[src/rtl/ps2_event_receiver.sv]
// PS/2 host-side receiver: pin synchronisation, clock glitch filter, 11-bit
// frame deframing, E0/F0 prefix folding and a first-word fall-through event FIFO.
module ps2_event_receiver #(
    parameter int unsigned FILTER_LEN     = 4,
    parameter int unsigned TIMEOUT_CYCLES = 100000,
    parameter int unsigned FIFO_DEPTH     = 8
) (
    input  logic                          clock,
    input  logic                          reset,
    input  logic                          ps2_clock,
    input  logic                          ps2_data,
    output logic [7:0]                    event_code,
    output logic                          event_extended,
    output logic                          event_break,
    output logic                          event_valid,
    input  logic                          event_ready,
    output logic [$clog2(FIFO_DEPTH):0]   fifo_count,
    output logic                          overflow,
    output logic                          frame_error
);

    localparam int unsigned FW = (FILTER_LEN > 1) ? $clog2(FILTER_LEN) : 1;
    localparam int unsigned TW = $clog2(TIMEOUT_CYCLES + 1);
    localparam int unsigned AW = $clog2(FIFO_DEPTH);
    localparam int unsigned CW = AW + 1;
    localparam int unsigned EW = 10;

    typedef enum logic [1:0] {IDLE, DATA, PARITY, STOP} state_t;

    logic [1:0]    clk_sync;
    logic [1:0]    dat_sync;
    logic          clk_s;
    logic          dat_s;
    logic          filt;
    logic          filt_q;
    logic [FW-1:0] fcnt;
    logic          fall_c;

    state_t        state;
    logic [7:0]    shift;
    logic [2:0]    bit_idx;
    logic          par_ok;
    logic [TW-1:0] tcnt;
    logic          byte_done;

    logic          ext_pend;
    logic          brk_pend;
    logic          is_prefix_c;
    logic          push_c;

    logic [EW-1:0] mem [FIFO_DEPTH];
    logic [AW-1:0] wr_ptr;
    logic [AW-1:0] rd_ptr;
    logic          pop_c;
    logic          full_c;
    logic          wr_c;
    logic [CW-1:0] count_nxt;
    logic [EW-1:0] head;

    assign clk_s = clk_sync[1];
    assign dat_s = dat_sync[1];

    // Two-flop synchronisers for both asynchronous PS/2 pins (idle level high)
    always_ff @(posedge clock or posedge reset) begin
        if (reset) begin
            clk_sync <= 2'b11;
            dat_sync <= 2'b11;
        end else begin
            clk_sync <= {clk_sync[0], ps2_clock};
            dat_sync <= {dat_sync[0], ps2_data};
        end
    end

    // Glitch filter: filtered clock follows only after FILTER_LEN stable cycles
    always_ff @(posedge clock or posedge reset) begin
        if (reset) begin
            filt   <= 1'b1;
            filt_q <= 1'b1;
            fcnt   <= '0;
        end else begin
            filt_q <= filt;
            if (clk_s != filt) begin
                if (fcnt == FW'(FILTER_LEN - 1)) begin
                    filt <= clk_s;
                    fcnt <= '0;
                end else begin
                    fcnt <= fcnt + FW'(1);
                end
            end else begin
                fcnt <= '0;
            end
        end
    end

    assign fall_c = filt_q & ~filt;

    // Frame FSM with timeout; byte_done and frame_error are one-cycle pulses
    always_ff @(posedge clock or posedge reset) begin
        if (reset) begin
            state       <= IDLE;
            shift       <= '0;
            bit_idx     <= '0;
            par_ok      <= 1'b0;
            tcnt        <= '0;
            byte_done   <= 1'b0;
            frame_error <= 1'b0;
        end else begin
            byte_done   <= 1'b0;
            frame_error <= 1'b0;
            if (fall_c) begin
                tcnt <= '0;
                case (state)
                    IDLE: begin
                        if (!dat_s) begin
                            state   <= DATA;
                            bit_idx <= '0;
                        end
                    end
                    DATA: begin
                        shift   <= {dat_s, shift[7:1]};
                        bit_idx <= bit_idx + 3'd1;
                        if (bit_idx == 3'd7) state <= PARITY;
                    end
                    PARITY: begin
                        par_ok <= ^{shift, dat_s};
                        state  <= STOP;
                    end
                    STOP: begin
                        state <= IDLE;
                        if (dat_s && par_ok) byte_done   <= 1'b1;
                        else                 frame_error <= 1'b1;
                    end
                endcase
            end else if (state == IDLE) begin
                tcnt <= '0;
            end else if (tcnt == TW'(TIMEOUT_CYCLES - 1)) begin
                state       <= IDLE;
                frame_error <= 1'b1;
                tcnt        <= '0;
            end else begin
                tcnt <= tcnt + TW'(1);
            end
        end
    end

    assign is_prefix_c = (shift == 8'hE0) || (shift == 8'hF0);
    assign push_c      = byte_done & ~is_prefix_c;

    // Prefix flags: set by E0/F0, consumed by the next key byte, dropped on error
    always_ff @(posedge clock or posedge reset) begin
        if (reset) begin
            ext_pend <= 1'b0;
            brk_pend <= 1'b0;
        end else if (byte_done) begin
            if (shift == 8'hE0) begin
                ext_pend <= 1'b1;
            end else if (shift == 8'hF0) begin
                brk_pend <= 1'b1;
            end else begin
                ext_pend <= 1'b0;
                brk_pend <= 1'b0;
            end
        end else if (frame_error) begin
            ext_pend <= 1'b0;
            brk_pend <= 1'b0;
        end
    end

    assign pop_c  = event_valid & event_ready;
    assign full_c = (fifo_count == CW'(FIFO_DEPTH));
    assign wr_c   = push_c & (~full_c | pop_c);

    // Next occupancy from the accepted push/pop pair
    always_comb begin
        count_nxt = fifo_count;
        if (wr_c && !pop_c)      count_nxt = fifo_count + CW'(1);
        else if (!wr_c && pop_c) count_nxt = fifo_count - CW'(1);
    end

    // Event storage; contents are don't-care until written
    always_ff @(posedge clock) begin
        if (wr_c) mem[wr_ptr] <= {ext_pend, brk_pend, shift};
    end

    // FIFO pointers, occupancy, valid and overflow pulse
    always_ff @(posedge clock or posedge reset) begin
        if (reset) begin
            wr_ptr      <= '0;
            rd_ptr      <= '0;
            fifo_count  <= '0;
            event_valid <= 1'b0;
            overflow    <= 1'b0;
        end else begin
            overflow    <= push_c & full_c & ~pop_c;
            fifo_count  <= count_nxt;
            event_valid <= (count_nxt != '0);
            if (wr_c)  wr_ptr <= wr_ptr + AW'(1);
            if (pop_c) rd_ptr <= rd_ptr + AW'(1);
        end
    end

    assign head           = event_valid ? mem[rd_ptr] : '0;
    assign event_code     = head[7:0];
    assign event_break    = head[8];
    assign event_extended = head[9];

endmodule

[config.mk]
export PLATFORM = sky130hd
export DESIGN_NAME = ps2_event_receiver
export DESIGN_NICKNAME = d
export VERILOG_FILES = /design/src/rtl/ps2_event_receiver.sv
export SDC_FILE = /design/constraint.sdc
export NUM_CORES = 1
export LEC_CHECK = 0
export ABC_AREA = 1
export CAP_MARGIN = 10
export CORE_ASPECT_RATIO = 2
export CORE_MARGIN = 5
export CORE_UTILIZATION = 55
export DETAILED_ROUTE_END_ITERATION = 16
export GPL_ROUTABILITY_DRIVEN = 1
export PLACE_DENSITY_LB_ADDON = 0.15
export REMOVE_ABC_BUFFERS = 1
export SYNTH_ARGS = -nofsm -noshare
export SYNTH_HDL_FRONTEND = slang
export SYNTH_SLANG_ARGS = --single-unit
[constraint.sdc]
create_clock -name clock -period 1.94 [get_ports clock]
set_input_delay 0.388 -clock clock [delete_from_list [all_inputs] [get_ports clock]]
set_output_delay 0.388 -clock clock [all_outputs]
set_load 0.05 [all_outputs]
== Word level (Yosys, flattened, before mapping) ==
Memory sizes are Yosys's and may differ from the RTL's.
Index checks and enable logic that the tools add are counted.
W data, S select, Z words.

* Flip-flop bits (word level): 55
* Bits in writable memories: 80
* Input bits: 5
* Output and inout bits: 17
* Logic and storage cells: 105
* Memories kept: 1

{| class="wikitable"
|+ Memories
! name !! depth !! width !! rd ports !! clocked after Yosys merged registers in !! wr ports !! RTL line !! RTL
|-
| mem || 8 || 10 || 1 || 0 || 1 || 51 || <nowiki>logic [EW-1:0] mem [FIFO_DEPTH];</nowiki>
|}

* Add/subtract/negate cells: 7
* Equality and inequality tests: 15
* Muxes and demuxes: 33
* Bitwise operators: 11
* Reductions and logical operators: 19

{| class="wikitable"
|+ Operator list
! operator !! number
|-
| $mux W17 || 3
|-
| $add A17 B1 Y17 const B || 1
|-
| $eq A17 B17 Y1 const B || 1
|-
| $mux W1 || 17
|-
| $eq A8 B8 Y1 const B || 2
|-
| $mux W2 || 7
|-
| $mux W10 || 1
|-
| $reduce_and A2 Y1 || 5
|-
| $add A3 B1 Y3 const B || 3
|-
| $reduce_xor A9 Y1 || 1
|-
| $mux W4 || 2
|-
| $pmux W2 S4 || 1
|-
| $and A1 B1 Y1 || 6
|-
| $eq A2 B2 Y1 const B || 3
|-
| $ne A2 B2 Y1 const B || 3
|-
| $ne A3 B3 Y1 const B || 2
|-
| $pmux W3 S2 || 1
|-
| $reduce_bool A2 Y1 || 3
|-
| $add A4 B1 Y4 const B || 1
|-
| $eq A4 B4 Y1 const B || 1
|-
| $not A1 Y1 || 4
|-
| $reduce_and A4 Y1 || 1
|-
| $reduce_bool A4 Y1 || 1
|-
| $sub A4 B1 Y4 const B || 1
|-
| other kinds (11) || 14
|}

== Logic depth before layout (Yosys ltp) ==
* Word-level depth: 10
* Mapped depth: 12
* Mapped depth without buffers: 12

== Worst setup path before layout ==
OpenSTA, ideal clock, no wires.

* Path kind: flip-flop to flip-flop
* From: register fifo_count[0]
* To: memory mem[4][0] (enable)
* Library setup time: 376 ps
* Arrival time: 2,073 ps
* Data required time: 1,564 ps
* Path slack: -509 ps
* Cell stages (with the launch flop): 9
* Path buffers: 0
* Period minus slack after synthesis: 2,449 ps
* Cell sequence: dfrtp_1 inv_1 ha_1 nand3_1 nor2_1 inv_1 nand3_1 or2_4 nor2_1

* Word-level cells in the longest chain between the ends: 6

{| class="wikitable"
|+ Ends and longest elaborated chain
! item !! RTL line !! RTL
|-
| from (decl) || 17 || <nowiki>output logic [$clog2(FIFO_DEPTH):0] fifo_count,</nowiki>
|-
| from (signal assigned) || 195 || <nowiki>fifo_count <= count_nxt;</nowiki>
|-
| $eq A4 B4 Y1 || 170 || <nowiki>assign full_c = (fifo_count == CW'(FIFO_DEPTH));</nowiki>
|-
| $not A1 Y1 || 171 || <nowiki>assign wr_c = push_c & (~full_c | pop_c);</nowiki>
|-
| $or A1 B1 Y1 || 171 ||
|-
| $and A1 B1 Y1 || 171 ||
|-
| $mux W1 || 182 || <nowiki>if (wr_c) mem[wr_ptr] <= {ext_pend, brk_pend, shift};</nowiki>
|-
| $mux W1 (implied by the code) || 182 ||
|-
| to (decl) || 51 ||
|}

No other way between the ends.

== Final worst setup path ==
* From: register rd_ptr[0]
* To: output event_break

* Word-level cells in the longest chain between the ends: 2

{| class="wikitable"
|+ Ends and longest elaborated chain
! item !! RTL line !! RTL
|-
| from (decl) || 53 || <nowiki>logic [AW-1:0] rd_ptr;</nowiki>
|-
| from (signal assigned) || 198 || <nowiki>if (pop_c) rd_ptr <= rd_ptr + AW'(1);</nowiki>
|-
| $mem_v2 Z8 W10 || n/a ||
|-
| $mux W10 || 202 || <nowiki>assign head = event_valid ? mem[rd_ptr] : '0;</nowiki>
|-
| to (decl) || 14 || <nowiki>output logic event_break,</nowiki>
|}

No other way between the ends.

==> results summary <==
The post-layout total power is 0.0114 W. The number of global-route vias before repair came out at 4546. The root buffer cell is sky130_fd_sc_hd__clkbuf_16. The max-slew violation count came out at 0. Measured on the finished design, the core utilization comes to slightly above 70%. For this block, the initial DRC count from the detailed router was about 260. Among all flip-flop cells after synthesis, the most frequent one is sky130_fd_sc_hd__edfxtp_1. With fillers left out, the area of the finished cells amounts to between 7000 and 8000 sq um.

The count of cell types in the netlist is 38. The area of the core region came out at roughly 11000 sq um. The shortest period the worst path allows came out at 2.43 ns. The slew at the pin closest to its max-slew limit is between 0.5 and 0.6 ns. The H-tree depth reported by CTS is 4. After synthesis, the cell types taking the most area are sky130_fd_sc_hd__edfxtp_1, sky130_fd_sc_hd__dfrtp_1, sky130_fd_sc_hd__o21ai_0.

In this run the power density over the cells is approximately 1500 nW/um^2. Along the worst path, the maximum fanout reaches 8. The share of flip-flops with an asynchronous set or reset is about two fifths.

The count of buffer and inverter cells on the critical path is 4. The worst path setup slack after routing came out at -0.494 ns. For this run, the post-layout net count is around 660. The max-cap violation count came out at 0. The most critical setup path has its endpoint at event_break. The number of hold violations in the final report came out at 0. The synthesized design contains 80 enable-type register cells.

Global routing consumed, over all layers together, a little under a quarter of the routing resources. The critical path runs through a total of 8 cells. The number of cells on the worst reg-to-reg path is 9. Clock-pin slew was measured on the worst setup and hold paths at around 0.06 ns.

The peak supply drop came out at around 0.91 mV. The per-cell routed wire length came out at around 18 microns. The total half-perimeter wirelength after legalization and detailed placement came out at ~9900 microns. The delay contributed by the slowest stage of the critical path came out at 0.42 ns. After detailed routing, the number of vias per cell comes to roughly 5.5. By count the netlist is led by sky130_fd_sc_hd__nor2_1, sky130_fd_sc_hd__nand2_1, sky130_fd_sc_hd__edfxtp_1, sky130_fd_sc_hd__o21ai_0, sky130_fd_sc_hd__dfrtp_1.

The count of standard-cell rows is 53. The fraction of final layout cells with drive strength greater than 1 is 26.4%. During synthesis, Yosys emitted a total of 0 warnings.

The worst setup path is of the reg -> out kind. The top cell type's share of synthesized area came out at 40.5%. The first detailed-routing pass ran for 5 iterations. The worst pin sits at a relative slew slack of between 60% and 70%. The clock arrives with 0.00835 ns of skew. The internal reg-to-reg setup slack came out at 0.09 ns. The count of clock tree sinks came out at 135.

The clock tree from TritonCTS is built. By instance count, the leading cell after synthesis is sky130_fd_sc_hd__nor2_1. The final layout contains routed wiring with a total length of between 10000 and 15000 microns.

In the final layout, the multi-input gates occupy about 2000 sq um. The post-placement cell area came out at 6670 sq um. Tracing the worst setup path back leads to its startpoint at rd_ptr[0]$_DFFE_PP0N_. In this design, the critical path's most frequently occurring cell is sky130_fd_sc_hd__buf_4. In this run the remaining antenna-violating nets after routing total 0. For this configuration, the core starts out at a cell density of between 50 and 60%. The static power due to leakage is 3.12 nW. Entering global routing, the biggest net connects 24 pins. The filler cells instantiated in the layout total 736. The global-route wire length before repair came out at approximately 23000 microns. Setup repair after global routing could not meet its margin everywhere. The critical path data arrival time is about 2 ns. The worst register-to-register path ends at mem[0][5]$_DFFE_PP_. In this run the worst hold path is classified as in -> async. The antenna diode count is 0. The die boundary width is around 83 microns. The worst hold slack came out at about 0.25 ns. The total congestion overflow after global routing is 0.

The routed layout has 4353 vias. The post-synthesis instance area came out at between 5000 and 6000 sq um. In this run the critical register-to-register path is launched from fifo_count[1]$_DFF_PP0_. The worst setup path is launched from a register.

Counting every instance in the synthesized netlist gives around 560. The worst setup path is captured at an output port. The required time at the endpoint of the critical path is roughly 1.6 ns.

The quantity of hold-fixing buffers added after cts came out at 0. The final number of setup-violating endpoints is 10. Walking the worst path, the cells encountered are buf_6, buf_4, nor2_1, o22ai_2, o21ai_1, a31oi_1, buf_4, buf_8. The number of antenna violations at the first check in global routing came to 0. The sequential cell area fraction in the yosys report came out at 63.8%. The share of the clock period used by the worst path after layout came out at 125%. The count of buffers from port buffering is 21. Static timing analysis puts the maximum clock frequency at just over 400 MHz.

No sink is reached through more buffers than the 2 on the longest clock path. The combined flip-flop and latch cell area came out at between 3000 and 4000 sq um. The flow ran to the end, but the final reports show violations.

From synthesis to final layout, the design area changed by 27.4%. The register bit total from synthesis is ~140. The final weighted congestion in routability-driven placement is approximately 0.9. The residual DRC count is 0.

At the later pin of the worst-skew pair, clock insertion delay measures between 0.4 and 0.5 ns. The die area is 13100 sq um. The cell with the largest stage delay on the worst path is sky130_fd_sc_hd__dfrtp_1. The final reports fail on negative setup slack. The floorplan die height came out at 157 microns. The kind of cell with the highest combined delay on the critical path is buffers and inverters. The setup TNS is -3.71 ns. Of all cell types, the one taking the most synthesized area is sky130_fd_sc_hd__edfxtp_1. The average cell area after synthesis came out at 10.6 sq um. The number of top-level pins is 22. The number of buffers added by the clock tree synthesis step is 17.
==> metrics by stage <==
stage / setup slack [ns] / std cells
2_1_floorplan: -0.981 / 545
3_3_place_gp: -0.167 / 753
3_5_place_dp: -0.193 / 753
4_1_cts: -0.419 / 790
5_1_grt: -0.543 / 793
6_report: -0.494 / 793
==> worst min path at each step <==
stage / end / slack, ns / cells after the start
after floorplan: clk_sync[1]$_DFF_PP1_ / 0.35 / 0
after global placement: dat_sync[1]$_DFF_PP1_ / 0.35 / 0
after detailed placement: dat_sync[1]$_DFF_PP1_ / 0.35 / 0
after CTS: tcnt[13]$_DFF_PP0_ / 0.26 / 2
after global routing: tcnt[13]$_DFF_PP0_ / 0.27 / 2
final: tcnt[13]$_DFF_PP0_ / 0.25 / 2
==> cell type report <==
class | count | area share, %
tap | 137 | 2.27
multi-input combinational | 359 | 26.6
sequential | 135 | 50.1
timing repair buffer | 79 | 10.4
clock buffer | 17 | 5.63
inverter | 51 | 2.53
clock inverter | 15 | 2.52
==> power breakdown <==
group / switching, W / internal [W] / total [W]
sequential: 0.000138 / 0.00326 / 0.00340
clock: 0.00126 / 0.00205 / 0.00331
combinational: 0.00293 / 0.00180 / 0.00473
total: 0.00432 / 0.00711 / 0.0114
==> layer usage <==
| metal | part of all wire, % | global-route usage (%) |
|---|---|---|
| met5 | 0 | 0 |
| met4 | 5.1 | 14.8 |
| met3 | 3.2 | 4.53 |
| met2 | 57 | 42.0 |
| met1 | 34 | 22.6 |
==> cells by family (layout without fill, tap and decap cells) <==
logic type      count (synthesis)  after routing  share of synthesized area (%)
simple gates                  221            221                           16.9
flops                         135            135                           63.8
compound gates                110            110                           10.0
fa+ha+maj                      13             13                           2.74
xor+xnor                       15             15                           2.21
buf+inv                        68            162                           4.37
==> state kept, by name (all words and copies together) (netlist names), 3 cells and up <==
signal,cells
rd_ptr,3
tcnt,17
shift,8
wr_ptr,3
mem,80
fifo_count,4
bit_idx,3
==> placed cells by master (no fill, tap or decap), types with 16 or more instances in the layout <==
master                      instances
sky130_fd_sc_hd__buf_4             50
sky130_fd_sc_hd__clkbuf_16         17
sky130_fd_sc_hd__dfrtp_1           49
sky130_fd_sc_hd__edfxtp_1          80
sky130_fd_sc_hd__inv_1             41
sky130_fd_sc_hd__nand2_1           80
sky130_fd_sc_hd__nand3_1           16
sky130_fd_sc_hd__nor2_1            78
sky130_fd_sc_hd__o21ai_0           42
sky130_fd_sc_hd__o21ai_1           24
==> what timing repair did <==
item | 4_1_cts | 5_1_grt
gates cloned | 2 | 4
gates resized for setup | 46 | 50
pin swaps | 8 | 16
setup endpoints to repair | 10 | 91
buffers inserted | 4 | 1
Note: power is estimated with default switching activity, not from simulation.
